==> src/rtl/odo_pkg.sv <==
// ---------------------------------------------------------------------------
// odo_pkg
// Shared constants and types for the FX3 work receiver.
//   HDR_WORDS / TGT_WORDS : default 32-bit word counts of header and target
//   BLK_WORDS             : words captured per burst (header + target)
//   CNT_W                 : width of the burst word counter
//   odo_state_e           : receiver FSM state encoding
// ---------------------------------------------------------------------------
package odo_pkg;

    localparam int HDR_WORDS = 19;
    localparam int TGT_WORDS = 8;
    localparam int BLK_WORDS = HDR_WORDS + TGT_WORDS;
    localparam int CNT_W     = 5;

    typedef enum logic [2:0] {
        IDLE   = 3'd0,
        LEAD   = 3'd1,
        RECV   = 3'd2,
        DRAIN  = 3'd3,
        COMMIT = 3'd4
    } odo_state_e;

endpackage

==> src/rtl/odo_work_rx.sv <==
// ---------------------------------------------------------------------------
// odo_work_rx
// Receives one block of mining work per FX3 strobe burst, buffers it in a
// shadow register and hands it to the hash core as a single pending item.
//
// Ports
//   pclk         in   single clock, rising edge
//   rst_n        in   asynchronous active-low reset
//   dq_in        in   32-bit FX3 data bus
//   strobe_data  in   FX3 burst strobe, active high
//   rx_ready_n   out  low only while the receiver is idle
//   header       out  delivered block header, word i at [32*i +: 32]
//   target       out  delivered target, first target word in the top 32 bits
//   job_id       out  sequence number of the delivered work (wraps)
//   work_valid   out  delivered work pending for the hash core
//   work_ready   in   hash core accepts pending work
//   err_short    out  one-cycle pulse: burst ended before all words arrived
//   err_long     out  one-cycle pulse: burst carried extra words
//   overrun      out  one-cycle pulse: pending work replaced before taken
//   dbg_state    out  current FSM state
//
// Handshake: work is transferred on every cycle where work_valid and
// work_ready are both high; work_valid then drops on the next cycle unless a
// new block commits in that same cycle, in which case it stays high and the
// outputs carry the new block.
//
// Burst framing: the first strobe cycle (seen while idle) is a lead-in and
// its data is dropped; each following strobe cycle carries one word, starting
// with word 0 in the LEAD cycle. The strobe falling after the last word
// commits the block; work_valid rises two cycles after that fall.
// ---------------------------------------------------------------------------
module odo_work_rx #(
    parameter int HDR_WORDS = odo_pkg::HDR_WORDS,
    parameter int TGT_WORDS = odo_pkg::TGT_WORDS
) (
    input  logic                      pclk,
    input  logic                      rst_n,
    input  logic [31:0]               dq_in,
    input  logic                      strobe_data,
    output logic                      rx_ready_n,
    output logic [32*HDR_WORDS-1:0]   header,
    output logic [32*TGT_WORDS-1:0]   target,
    output logic [7:0]                job_id,
    output logic                      work_valid,
    input  logic                      work_ready,
    output logic                      err_short,
    output logic                      err_long,
    output logic                      overrun,
    output odo_pkg::odo_state_e       dbg_state
);
    import odo_pkg::*;

    localparam int HDR_W = 32 * HDR_WORDS;
    localparam int TGT_W = 32 * TGT_WORDS;
    localparam int BLK   = HDR_WORDS + TGT_WORDS;
    localparam logic [CNT_W-1:0] CNT_FULL = CNT_W'(BLK);

    odo_state_e         state_q, state_d;
    logic [CNT_W-1:0]   cnt_q, cnt_d;
    logic               armed_q, armed_d;
    logic [31:0]        shadow_q [BLK];
    logic [31:0]        shadow_d [BLK];
    logic [HDR_W-1:0]   header_q, header_d;
    logic [TGT_W-1:0]   target_q, target_d;
    logic [7:0]         job_id_q, job_id_d;
    logic               work_valid_q, work_valid_d;
    logic               err_short_q, err_short_d;
    logic               err_long_q, err_long_d;
    logic               overrun_q, overrun_d;
    logic               rx_ready_n_q, rx_ready_n_d;

    always_comb begin
        state_d      = state_q;
        cnt_d        = cnt_q;
        // A burst already running when reset releases must not be taken as
        // a new block: the receiver only arms after seeing the strobe low.
        armed_d      = armed_q | ~strobe_data;
        shadow_d     = shadow_q;
        header_d     = header_q;
        target_d     = target_q;
        job_id_d     = job_id_q;
        work_valid_d = work_valid_q & ~work_ready;
        err_short_d  = 1'b0;
        err_long_d   = 1'b0;
        overrun_d    = 1'b0;

        case (state_q)
            IDLE: begin
                cnt_d = '0;
                if (strobe_data && armed_q) begin
                    state_d = LEAD;
                end
            end

            LEAD: begin
                if (strobe_data) begin
                    shadow_d[0] = dq_in;
                    cnt_d       = CNT_W'(1);
                    state_d     = RECV;
                end else begin
                    err_short_d = 1'b1;
                    state_d     = IDLE;
                end
            end

            RECV: begin
                // cnt_q == CNT_FULL means every word is in; this cycle's
                // strobe decides between a clean end and an over-long burst.
                if (cnt_q == CNT_FULL) begin
                    if (strobe_data) begin
                        err_long_d = 1'b1;
                        state_d    = DRAIN;
                    end else begin
                        state_d    = COMMIT;
                    end
                end else if (strobe_data) begin
                    shadow_d[cnt_q] = dq_in;
                    cnt_d           = cnt_q + 1'b1;
                end else begin
                    err_short_d = 1'b1;
                    cnt_d       = '0;
                    state_d     = IDLE;
                end
            end

            DRAIN: begin
                if (!strobe_data) begin
                    state_d = COMMIT;
                end
            end

            COMMIT: begin
                for (int i = 0; i < HDR_WORDS; i++) begin
                    header_d[32*i +: 32] = shadow_q[i];
                end
                for (int k = 0; k < TGT_WORDS; k++) begin
                    target_d[TGT_W-32-32*k +: 32] = shadow_q[HDR_WORDS+k];
                end
                job_id_d     = job_id_q + 8'd1;
                work_valid_d = 1'b1;
                // Latest block wins; flag only if the old one was never taken.
                overrun_d    = work_valid_q & ~work_ready;
                cnt_d        = '0;
                // A strobe here is the lead-in of the next burst.
                state_d      = strobe_data ? LEAD : IDLE;
            end

            default: begin
                state_d = IDLE;
                cnt_d   = '0;
            end
        endcase

        rx_ready_n_d = (state_d != IDLE);
    end

    always_ff @(posedge pclk or negedge rst_n) begin
        if (!rst_n) begin
            state_q      <= IDLE;
            cnt_q        <= '0;
            armed_q      <= 1'b0;
            for (int i = 0; i < BLK; i++) begin
                shadow_q[i] <= '0;
            end
            header_q     <= '0;
            target_q     <= '0;
            job_id_q     <= '0;
            work_valid_q <= 1'b0;
            err_short_q  <= 1'b0;
            err_long_q   <= 1'b0;
            overrun_q    <= 1'b0;
            rx_ready_n_q <= 1'b1;
        end else begin
            state_q      <= state_d;
            cnt_q        <= cnt_d;
            armed_q      <= armed_d;
            shadow_q     <= shadow_d;
            header_q     <= header_d;
            target_q     <= target_d;
            job_id_q     <= job_id_d;
            work_valid_q <= work_valid_d;
            err_short_q  <= err_short_d;
            err_long_q   <= err_long_d;
            overrun_q    <= overrun_d;
            rx_ready_n_q <= rx_ready_n_d;
        end
    end

    assign rx_ready_n = rx_ready_n_q;
    assign header     = header_q;
    assign target     = target_q;
    assign job_id     = job_id_q;
    assign work_valid = work_valid_q;
    assign err_short  = err_short_q;
    assign err_long   = err_long_q;
    assign overrun    = overrun_q;
    assign dbg_state  = state_q;

endmodule

==> config.mk <==
export PLATFORM = sky130hd
export DESIGN_NAME = odo_work_rx
export DESIGN_NICKNAME = d
export VERILOG_FILES = /design/src/rtl/odo_pkg.sv /design/src/rtl/odo_work_rx.sv
export SDC_FILE = /design/constraint.sdc
export NUM_CORES = 2
export LEC_CHECK = 0
export BUFFER_PORTS_ARGS = -buffer_cell sky130_fd_sc_hd__buf_2
export CAP_MARGIN = 20
export CELL_PAD_IN_SITES_DETAIL_PLACEMENT = 2
export CELL_PAD_IN_SITES_GLOBAL_PLACEMENT = 2
export CORE_UTILIZATION = 40
export CTS_BUF_LIST = sky130_fd_sc_hd__clkbuf_4 sky130_fd_sc_hd__clkbuf_8
export DETAILED_ROUTE_END_ITERATION = 8
export PLACE_DENSITY = 0.86
export SYNTH_ARGS = -nofsm -noshare
export SYNTH_HDL_FRONTEND = slang
export SYNTH_SLANG_ARGS = --single-unit
==> constraint.sdc <==
create_clock -name pclk -period 2.5 [get_ports pclk]
set_input_delay 0.5 -clock pclk [delete_from_list [all_inputs] [get_ports pclk]]
set_output_delay 0.5 -clock pclk [all_outputs]
set_load 0.03 [all_outputs]
==> impl_metrics.py <==
metrics = {
    "yosys": {
        "ys_warn_count": 0,
        "ys.flop_type": "dfrtp_1",
        "ys_seq_area_frac": 0.655,
        "async_reset_ff_frac": 1.00,
        "syn-num-nets": 5743,
        "synthTopCellsByCount": "2603 x nand2_1, 1749 x dfrtp_1, 702 x mux2_2, 183 x clkbuf_1, 123 x mux2_4",
        "yosysUniqueCellTypes": 45,
        "synth_top_area_share": 0.655,
        "yosys-top-cells-area": "dfrtp_1 65%, nand2_1 15%, mux2_2 12%",
        "synth_edf_count": 0,
        "ys_seq_elements": 1750,
        "synth_area_um2": 66800,
        "yosysMostFrequentCell": "nand2_1",
        "synth.avg_cell_area_um2": 11.7,
        "synth_area_leader_cell": "dfrtp_1",
        "syn_inst": 5702,
    },
    "placement": {
        "hpwl_um": 182000,
        "portBuffers": 915,
        "pre_cts_ws_ps": 123,
        "gp_congestion": 0.827,
    },
    "pwr": {
        "internal_power_w": 0.0463,
        "power_frac_comb": 0.072,
        "clkPwrFrac": 0.455,
        "power.total_w": 0.0640,
        "p_leak_nw": 47.5,
        "power_density_nw_per_um2": 791,
        "seq_power_share": 0.473,
        "p_sw_frac": 0.278,
        "switching_power_w": 0.0178,
        "ir_drop_mv": 0.551,
    },
    "final_layout": {
        "drive_above_1_share": 0.358,
        "areaGrowthSynthToFinish_pct": 21.1,
        "finalNetCount": 6786,
    },
    "grt": {
        "grt_pass1_wl_um": 460000,
        "overflow": 0,
        "grt_use_total": 0.382,
        "grt_start_max_net_pins": 211,
        "antenna_found_initial": 43,
        "first_global_vias": 60065,
    },
    "floorplanning": {
        "dieArea_um2": 169000,
        "core_area_um2": 165000,
        "rows": 149,
        "start_util": 0.404,
        "fp.dieH_um": 411,
        "die_x_um": 411,
        "num_io_pins": 916,
    },
    "timing": {
        "slew_headroom": 0.205,
        "rsz0062_at_grt": "no",
        "fin_ws_ps": 47.4,
        "finalHoldViolCount": 0,
        "finalSetupViolations": 0,
        "finalSetupTns_ps": 0,
        "period_share": 0.981,
        "drv_slew": 0,
        "skew_ps": 91.6,
        "worstMarginPinSlew_ps": 1190,
        "timing.fmax_mhz": 408,
        "fin_crit_ps": 2450,
    },
    "clock_tree": {
        "clk_pin_slew_ps": 70,
        "htree_levels": 5,
        "numCtsBuffers": 310,
        "cts_root_buf": "clkbuf_8",
        "cts_tree": "built",
        "post_cts_buffers": 0,
        "clk_latency_ps": 1080,
        "cts.sinks": 1750,
        "cts.path.max_buffers": 4,
    },
    "route": {
        "ant_nets": 0,
        "drtIter0Drc": 4704,
        "vias": 52534,
        "avgViaCountPerCell": 5.74,
        "drt_first_pass_iters": 8,
        "drc": 0,
        "finalWirelength_um": 322000,
        "wl_per_cell_um": 35.2,
    },
    "min_path": {
        "hold_class": "input pin to flop",
        "hp-start": "dq_in[29]",
    },
    "setup_path": {
        "path_buf_inv": 1,
        "reg2reg_from": "cnt_q[3]",
        "critPathKind": "flop to output pin",
        "path_max_fanout": 2,
        "start_kind": "flop",
        "critPathSlowestCell": "dfrtp_1",
        "required_ps": 2000,
        "cp_cell_sequence": "buf_2",
        "cp.arrival_ps": 1950,
        "slowest_delay_ps": 650,
        "critPathTopFamily": "flip-flops",
        "end_kind": "output pin",
        "startpoint": "header[590]",
    },
    "flow_run": {
        "maxCapViolCount": 0,
    },
    "run_status": {
        "status": "finished, final reports clean",
    },
}
path summary, 6_finish.rpt:
check,to,slack [ps],cells after the start
max,header[590],50,1
min,shadow_q[861],120,2
max reg2reg,shadow_q[444],130,5
min reg2reg,target[22],430,2
max in group asynchronous,shadow_q[511],800,5
min in group asynchronous,shadow_q[12],600,3
routing by layer:
layer / routed length, um / GRT usage / vias up
met5: 182 / 0.00480 / -
met4: 27100 / 0.294 / 12
met3: 23000 / 0.0958 / 1230
met2: 154000 / 0.613 / 3149
met1: 118000 / 0.438 / 27982
li1: - / - / 20161
flip-flops by register name, summed over array words and instances (netlist names), 3 cells and up:
name,cells
header,608
dbg_state,3
shadow_q,864
cnt_q,5
target,256
job_id,8
per-stage QoR:
step	hold slack [ps]	std cells	instance area, um^2	util
floorplan	204	5702	66800	-
global placement	441	8612	74500	0.450
detailed placement	442	8612	74500	0.450
CTS	5.68	9134	80900	0.489
global route	60.2	9140	80900	0.489
finish	124	9155	80900	0.489
cell type report:
cell class              count  area, um^2
inverters                   4        15.0
clock inverters            29         323
repair buffers           1112        7160
diodes                     21        52.6
flip-flops and latches   1750       43800
well taps                2189        2740
multi-input cells        3567       20900
clock buffers             483        5970
fillers                 16048       84400
power by group through the flow:
| stage | registers [W] | logic (W) | clock network (W) |
|---|---|---|---|
| floorplan | 0.0310 | 0.00136 | 0 |
| global placement | 0.0305 | 0.00418 | 0 |
| detailed placement | 0.0306 | 0.00441 | 0 |
| CTS | 0.0302 | 0.00460 | 0.0293 |
| global route | 0.0303 | 0.00483 | 0.0304 |
| finish | 0.0303 | 0.00462 | 0.0291 |
logic make-up (layout without fill, tap and decap cells):
logic type | count (synthesis) | in the layout | synth area share
and+or+nand+nor | 2672 | 2672 | 0.156
DFF | 1750 | 1750 | 0.655
other | 0 | 21 | 0
xor gates and xnor gates | 8 | 8 | 0.00105
adders and majority gates | 5 | 5 | 0.000936
AOI/OAI and AO/OA | 17 | 17 | 0.00169
buffers and inverters | 385 | 1628 | 0.0329
muxes | 865 | 865 | 0.153
what timing repair did:
item | CTS | global route
resized for setup | 3 | 7
endpoints found under the setup margin | 2 | 7
hold buffers | 10 | 0
hold endpoints to repair | 1077 | 0
cell usage in the layout (no fill, tap or decap), types with 2 or more instances in the layout:
cell type	count
nor3_1	2
buf_12	86
nand2_4	27
buf_4	105
o21ai_0	4
dlygate4sd3_1	9
mux2_2	702
a21oi_1	6
nand2_1	2602
dfrtp_1	1741
clkbuf_8	375
and3_1	2
buf_2	912
inv_1	4
nand3_1	4
bufinv_16	6
dfrtp_2	8
mux2_4	123
inv_6	3
o21a_1	2
clkinv_2	14
ha_1	5
nor2_1	6
and2_1	4
xnor2_1	7
mux2_1	39
clkbuf_4	108
nand2b_1	5
nor3b_4	4
nand4_1	5
diode_2	21
clkinvlp_4	5
No activity file was read; power rests on OpenSTA's default activity.
